===== config.mk =====
export PLATFORM = sky130hd
export DESIGN_NAME = num_packet_tx
export DESIGN_NICKNAME = d
export VERILOG_FILES = /design/src/rtl/p3p_pkg.sv /design/src/rtl/uart_tx_byte.sv /design/src/rtl/num_packet_tx.sv
export SDC_FILE = /design/constraint.sdc
export NUM_CORES = 1
export LEC_CHECK = 0
export CAP_MARGIN = 5
export CORE_MARGIN = 2
export CORE_UTILIZATION = 55
export CTS_CLUSTER_DIAMETER = 30
export CTS_CLUSTER_SIZE = 40
export DETAILED_ROUTE_END_ITERATION = 10
export HOLD_SLACK_MARGIN = 0.05
export MAX_ROUTING_LAYER = met4
export PLACE_DENSITY_LB_ADDON = 0.05
export SLEW_MARGIN = 20
export SYNTH_ARGS = -nofsm -noshare
export SYNTH_HDL_FRONTEND = slang
export SYNTH_SLANG_ARGS = --single-unit

===== constraint.sdc =====
create_clock -name clk -period 6.8 [get_ports clk]
set_clock_uncertainty 0.15 [all_clocks]
set_input_delay 2.04 -clock clk [delete_from_list [all_inputs] [get_ports clk]]
set_output_delay 2.04 -clock clk [all_outputs]
set_load 0.05 [all_outputs]

===== src/rtl/p3p_pkg.sv =====
// rtl/p3p_pkg.sv - shared types and constants for the packet datapath
package p3p_pkg;
    typedef logic signed [15:0] num;
    localparam int UART_DATA_BITS       = 8;
    localparam int DEFAULT_CLKS_PER_BIT = 434;
endpackage


===== src/rtl/uart_tx_byte.sv =====
// rtl/uart_tx_byte.sv - 8N1 byte serializer with baud counter
module uart_tx_byte
    import p3p_pkg::*;
#(
    parameter int CLKS_PER_BIT = DEFAULT_CLKS_PER_BIT
) (
    input  logic                      clk,
    input  logic                      reset,
    input  logic                      start,
    input  logic [UART_DATA_BITS-1:0] data,
    output logic                      busy,
    output logic                      byte_done,
    output logic                      tx
);
    localparam int                BAUD_W    = $clog2(CLKS_PER_BIT);
    localparam logic [BAUD_W-1:0] BAUD_LAST = BAUD_W'(CLKS_PER_BIT - 1);
    localparam int                BIT_W     = $clog2(UART_DATA_BITS);
    localparam logic [BIT_W-1:0]  BIT_LAST  = BIT_W'(UART_DATA_BITS - 1);

    localparam logic [1:0] S_IDLE  = 2'd0;
    localparam logic [1:0] S_START = 2'd1;
    localparam logic [1:0] S_DATA  = 2'd2;
    localparam logic [1:0] S_STOP  = 2'd3;

    logic [1:0]                state;
    logic [BAUD_W-1:0]         baud_cnt;
    logic [BIT_W-1:0]          bit_idx;
    logic [UART_DATA_BITS-1:0] cur_byte;
    logic                      bit_end;

    assign bit_end   = (baud_cnt == BAUD_LAST);
    assign busy      = (state != S_IDLE);
    // Combinational so the owner can chain the next start on this very edge.
    assign byte_done = (state == S_STOP) && bit_end;

    always_ff @(posedge clk) begin
        if (reset) begin
            state    <= S_IDLE;
            baud_cnt <= '0;
            bit_idx  <= '0;
            cur_byte <= '0;
            tx       <= 1'b1;
        end else begin
            case (state)
                S_IDLE: begin
                    if (start) begin
                        cur_byte <= data;
                        baud_cnt <= '0;
                        tx       <= 1'b0;
                        state    <= S_START;
                    end
                end
                default: begin
                    if (!bit_end) begin
                        baud_cnt <= baud_cnt + 1'b1;
                    end else begin
                        baud_cnt <= '0;
                        case (state)
                            S_START: begin
                                state   <= S_DATA;
                                bit_idx <= '0;
                                tx      <= cur_byte[0];
                            end
                            S_DATA: begin
                                if (bit_idx == BIT_LAST) begin
                                    state <= S_STOP;
                                    tx    <= 1'b1;
                                end else begin
                                    bit_idx <= bit_idx + 1'b1;
                                    tx      <= cur_byte[bit_idx + 1'b1];
                                end
                            end
                            default: begin
                                if (start) begin
                                    cur_byte <= data;
                                    tx       <= 1'b0;
                                    state    <= S_START;
                                end else begin
                                    state <= S_IDLE;
                                end
                            end
                        endcase
                    end
                end
            endcase
        end
    end
endmodule


===== src/rtl/num_packet_tx.sv =====
// rtl/num_packet_tx.sv - sends a block of 16-bit words as back-to-back UART bytes plus idle gap
module num_packet_tx
    import p3p_pkg::*;
#(
    parameter int n_words      = 2,
    parameter int CLKS_PER_BIT = DEFAULT_CLKS_PER_BIT,
    parameter int GAP_BITS     = 16
) (
    input  logic               clk,
    input  logic               reset,
    input  logic               send_data,
    input  num [n_words-1:0]   tx_words,
    output logic               tx_ready,
    output logic               tx_done,
    output logic               tx
);
    localparam int               N_BYTES    = 2 * n_words;
    localparam int               IDX_W      = $clog2(N_BYTES) + 1;
    localparam logic [IDX_W-1:0] LAST_BYTE  = IDX_W'(N_BYTES - 1);
    localparam int               GAP_CYCLES = GAP_BITS * CLKS_PER_BIT;
    localparam int               GAP_W      = $clog2(GAP_CYCLES + 1);
    localparam logic [GAP_W-1:0] GAP_LAST   = GAP_W'(GAP_CYCLES - 1);

    localparam logic [1:0] P_IDLE = 2'd0;
    localparam logic [1:0] P_SEND = 2'd1;
    localparam logic [1:0] P_GAP  = 2'd2;

    logic [1:0]         state;
    num [n_words-1:0]   word_buf;
    logic [IDX_W-1:0]   byte_idx;
    logic [GAP_W-1:0]   gap_cnt;
    logic               accept;
    logic               byte_start;
    logic               byte_busy;
    logic               byte_done;
    logic [7:0]         byte_data;

    // Byte 2k is the low half of word k, byte 2k+1 the high half.
    function automatic logic [7:0] pick_byte(input num [n_words-1:0] words,
                                             input logic [IDX_W-1:0] idx);
        logic [16*n_words-1:0] flat;
        logic [7:0]            r;
        flat = words;
        r    = '0;
        for (int i = 0; i < N_BYTES; i++) begin
            if (idx == IDX_W'(i)) r = flat[8*i +: 8];
        end
        return r;
    endfunction

    assign accept = (state == P_IDLE) && send_data && !byte_busy;

    always_comb begin
        byte_start = 1'b0;
        byte_data  = pick_byte(word_buf, byte_idx + 1'b1);
        case (state)
            P_IDLE: begin
                byte_start = accept;
                byte_data  = tx_words[0][7:0];
            end
            P_SEND:  byte_start = byte_done && (byte_idx != LAST_BYTE);
            default: byte_start = 1'b0;
        endcase
    end

    always_ff @(posedge clk) begin
        if (reset) begin
            state    <= P_IDLE;
            word_buf <= '0;
            byte_idx <= '0;
            gap_cnt  <= '0;
            tx_ready <= 1'b1;
            tx_done  <= 1'b0;
        end else begin
            tx_done <= 1'b0;
            case (state)
                P_IDLE: begin
                    if (accept) begin
                        word_buf <= tx_words;
                        byte_idx <= '0;
                        tx_ready <= 1'b0;
                        state    <= P_SEND;
                    end
                end
                P_SEND: begin
                    if (byte_done) begin
                        if (byte_idx == LAST_BYTE) begin
                            gap_cnt <= '0;
                            state   <= P_GAP;
                        end else begin
                            byte_idx <= byte_idx + 1'b1;
                        end
                    end
                end
                default: begin
                    if (gap_cnt == GAP_LAST) begin
                        gap_cnt  <= '0;
                        tx_ready <= 1'b1;
                        tx_done  <= 1'b1;
                        state    <= P_IDLE;
                    end else begin
                        gap_cnt <= gap_cnt + 1'b1;
                    end
                end
            endcase
        end
    end

    uart_tx_byte #(
        .CLKS_PER_BIT(CLKS_PER_BIT)
    ) u_byte (
        .clk      (clk),
        .reset    (reset),
        .start    (byte_start),
        .data     (byte_data),
        .busy     (byte_busy),
        .byte_done(byte_done),
        .tx       (tx)
    );
endmodule

==> impl_results.md <==
- Outcome: finished, violations left
- Violated checks: design-rule violations
- Routed Antenna Nets: 0
- Total GRT Usage: ~25%
- # H-tree levels: 3
- Met1 wire length: around 4200 um
- Skew-Pair Late Insertion Delay: approximately 0.35 ns
- Initial DRT Pass Iterations: 10
- Total negative setup slack: 0 ns
- Routed WL per cell: ~14 um
- Post-synth EDFFs: 0
- Max Slew Vio Count: 0
- Worst EP required: a little under 7 ns
- Remaining Overflow, GRT: 0
- Die Ht: approximately 86 um
- Nets: 542
- Vias in the first global route: 3047
- Post-DP HPWL: around 5600 um
- Final Total Pwr: 1279 uW
- Mapped Cells: 467
- Arrival time worst endpoint: between 3 and 4 ns
- Cts repair resizes: 0
- Io pins: 38
- Number of vias per cell: a little under 6
- Max-Slew Margin vs Limit: between 50% and 60%
- Final Hold Viols: 0
- DR top layer: met4
- P per Cell Area: 302.2 nW/um2
- DIE AREA: around 7400 um2
- Max-cap violation count: 0
- Initial antenna violation count: 0
- Post-synthesis sequential area ratio: 40.72%
- Synthesis Warnings: 0
- Row cnt: 29
- DR iter-0 viols: between 200 and 300
- CP Capture Type: register
- Routed Wire Length: approximately 8300 um
- Detailed-routed wire length on met3: 432 um
- Detailed-route via count: around 3300
- Placer Congestion: 0.8763
- Area Growth Syn to Fin: 14.79%
- CTS hold repair buffers: 0
- Root cell of the clock tree: clkbuf_8
- Sink Count: 75
- RSZ-0062 raised after global routing: no
- Port Buf Inserts: 37
- Clk slew on worst S/H paths: around 0.080 ns
- Antenna cells: 0
- Period utilisation layout: between 50 and 60%
- Clk buf depth: 2
- Final Critical Period: roughly 3.8 ns
- Yosys cell types: between 40 and 50
- Worst-Margin Slew: 0.7012 ns
- Worst min path class: reg -> reg
- CORE AREA: between 6000 and 7000 um2
- Core Util, Final: 65.91%
- DR DRC count: 1
- #FFs+latches synth: between 70 and 80
- Synth Net Count: about 520
- Setup crit start kind: input pin
- Leakage power: between 0.001 and 0.0015 uW
- First-pass GRT wire length: roughly 14000 um
- Async S/R FF share, synth: 0%
- Cell area after synthesis: ~3700 um2
- WL met2: ~3500 um
- Ys flop type: dfxtp_1
- CTS Buf Count: 9
- Post-CTS setup buffer count: 0
- Critical Path Fanout Max: 38
- Crit path kind: in -> reg
- Largest net degree at the start of global routing: 65
- Final setup violating endpoints: 0
- Initial core utilization: between 50% and 60%
- Layout cells sized above 1: between 4 and 5%
- Synthesized area per cell: a little under 8 um2
- CTS tree: yes
- Fmax: approximately 260 MHz
- Worst vdd rail ir drop: approximately 180 uV
- Die Wd: approximately 86 um
## flip-flops by register name, summed over array words and instances, names as in the netlist, 2 cells and up
signal / cells
word_buf: 32
state: 2
byte_idx: 3
u_byte.state: 2
u_byte.baud_cnt: 9
gap_cnt: 13
u_byte.bit_idx: 3
u_byte.cur_byte: 8
## synthesized netlist by cell type (3+ instances only)
cell type  count  area [um2]
dfxtp_1       75        1501
ha_1          16       200.2
a21oi_1       70       350.3
inv_1         16       60.06
a211oi_1      11       82.58
and4_1         3       26.28
o21ai_0        8       40.04
clkbuf_1      21       78.83
nand3_1       12       60.06
a221o_1        7       70.07
nor3_1        14       70.07
mux2i_1        4       40.04
a31oi_1       12       75.07
nand3b_1       7       52.55
a41oi_1        5       43.79
nor2_1        46       172.7
a21o_1         3       22.52
nand4b_1       3       26.28
and3_1         5       31.28
nand2_1       93       349.1
## layer usage
layer | vias to the layer above | global-route usage [%]
met1 | 1532 | 34.99
li1 | 1697 | -
met4 | 0 | 10.82
met2 | 92 | 34.46
met5 | - | -
met3 | 11 | 3.946
## power by group
group	internal [uW]	total, uW	leakage, uW	switching (uW)
combinational	153	414	0.000771	260
sequential	506	552	0.000610	45.5
clock	151	314	0.0000884	163
## path summary, 6_finish.rpt
check             slack [ns]                          from  cells after the start                              end
setup reg to reg        4.27  u_byte.state[0]$_SDFFE_PP0P_                      7  u_byte.cur_byte[1]$_SDFFE_PP0P_
hold / removal          0.31     word_buf[19]$_SDFFE_PP0P_                      2        word_buf[19]$_SDFFE_PP0P_
hold reg to reg         0.31     word_buf[19]$_SDFFE_PP0P_                      2        word_buf[19]$_SDFFE_PP0P_
setup / recovery        2.99                     send_data                      7  u_byte.baud_cnt[5]$_SDFFE_PP0P_
## cell type report
type,count,area (um2)
fill,552,2190
multi-input combinational,349,2007
sequential,75,1501
timing repair buffer,40,387.9
clock buffer,12,155.1
tap,77,96.34
inverter,16,60.06
clock inverter,4,25.02
## critical path, cell delays in order
cell	delay, ns
clkdlybuf4s50_1	0.42
or4bb_1	0.17
buf_4	0.38
nand2_1	0.12
nor2_1	0.45
o21ai_0	0.18
a21oi_1	0.16
## placed cells by master (no fill, tap or decap), drive strengths merged, types with 2 or more instances in the layout
master / count
a211oi: 11
a21o: 3
a21oi: 71
a221o: 7
a22oi: 2
a31oi: 12
a41oi: 5
and3: 5
and4: 3
buf: 4
clkbuf: 12
clkdlybuf4s50: 36
clkinv: 2
clkinvlp: 2
dfxtp: 75
ha: 16
inv: 16
mux2i: 4
mux4: 2
nand2: 93
nand2b: 2
nand3: 12
nand3b: 7
nand4b: 3
nand4bb: 2
nor2: 46
nor2b: 2
nor3: 14
nor3b: 2
o211ai: 2
o21ai: 9
## per-stage QoR
step	setup WS (ns)	cell area (um2)	hold WS, ns	instances
floorplan	3.410	3687	0.2839	467
global placement	2.641	4053	0.2917	557
detailed placement	2.654	4053	0.2975	557
CTS	2.993	4233	0.3083	573
global route	2.847	4233	0.3274	573
finish	2.993	4233	0.3071	573
## logic make-up (layout without fill, tap and decap cells)
family	Yosys count	count (layout)	synth area share (%)
muxes	6	6	2.307
AOI/OAI and AO/OA	127	127	21.21
buffers and inverters	43	72	4.853
adders and majority gates	16	16	5.429
DFF	75	75	40.72
and+or+nand+nor	200	200	25.48
Note: power is estimated with default switching activity, not from simulation.
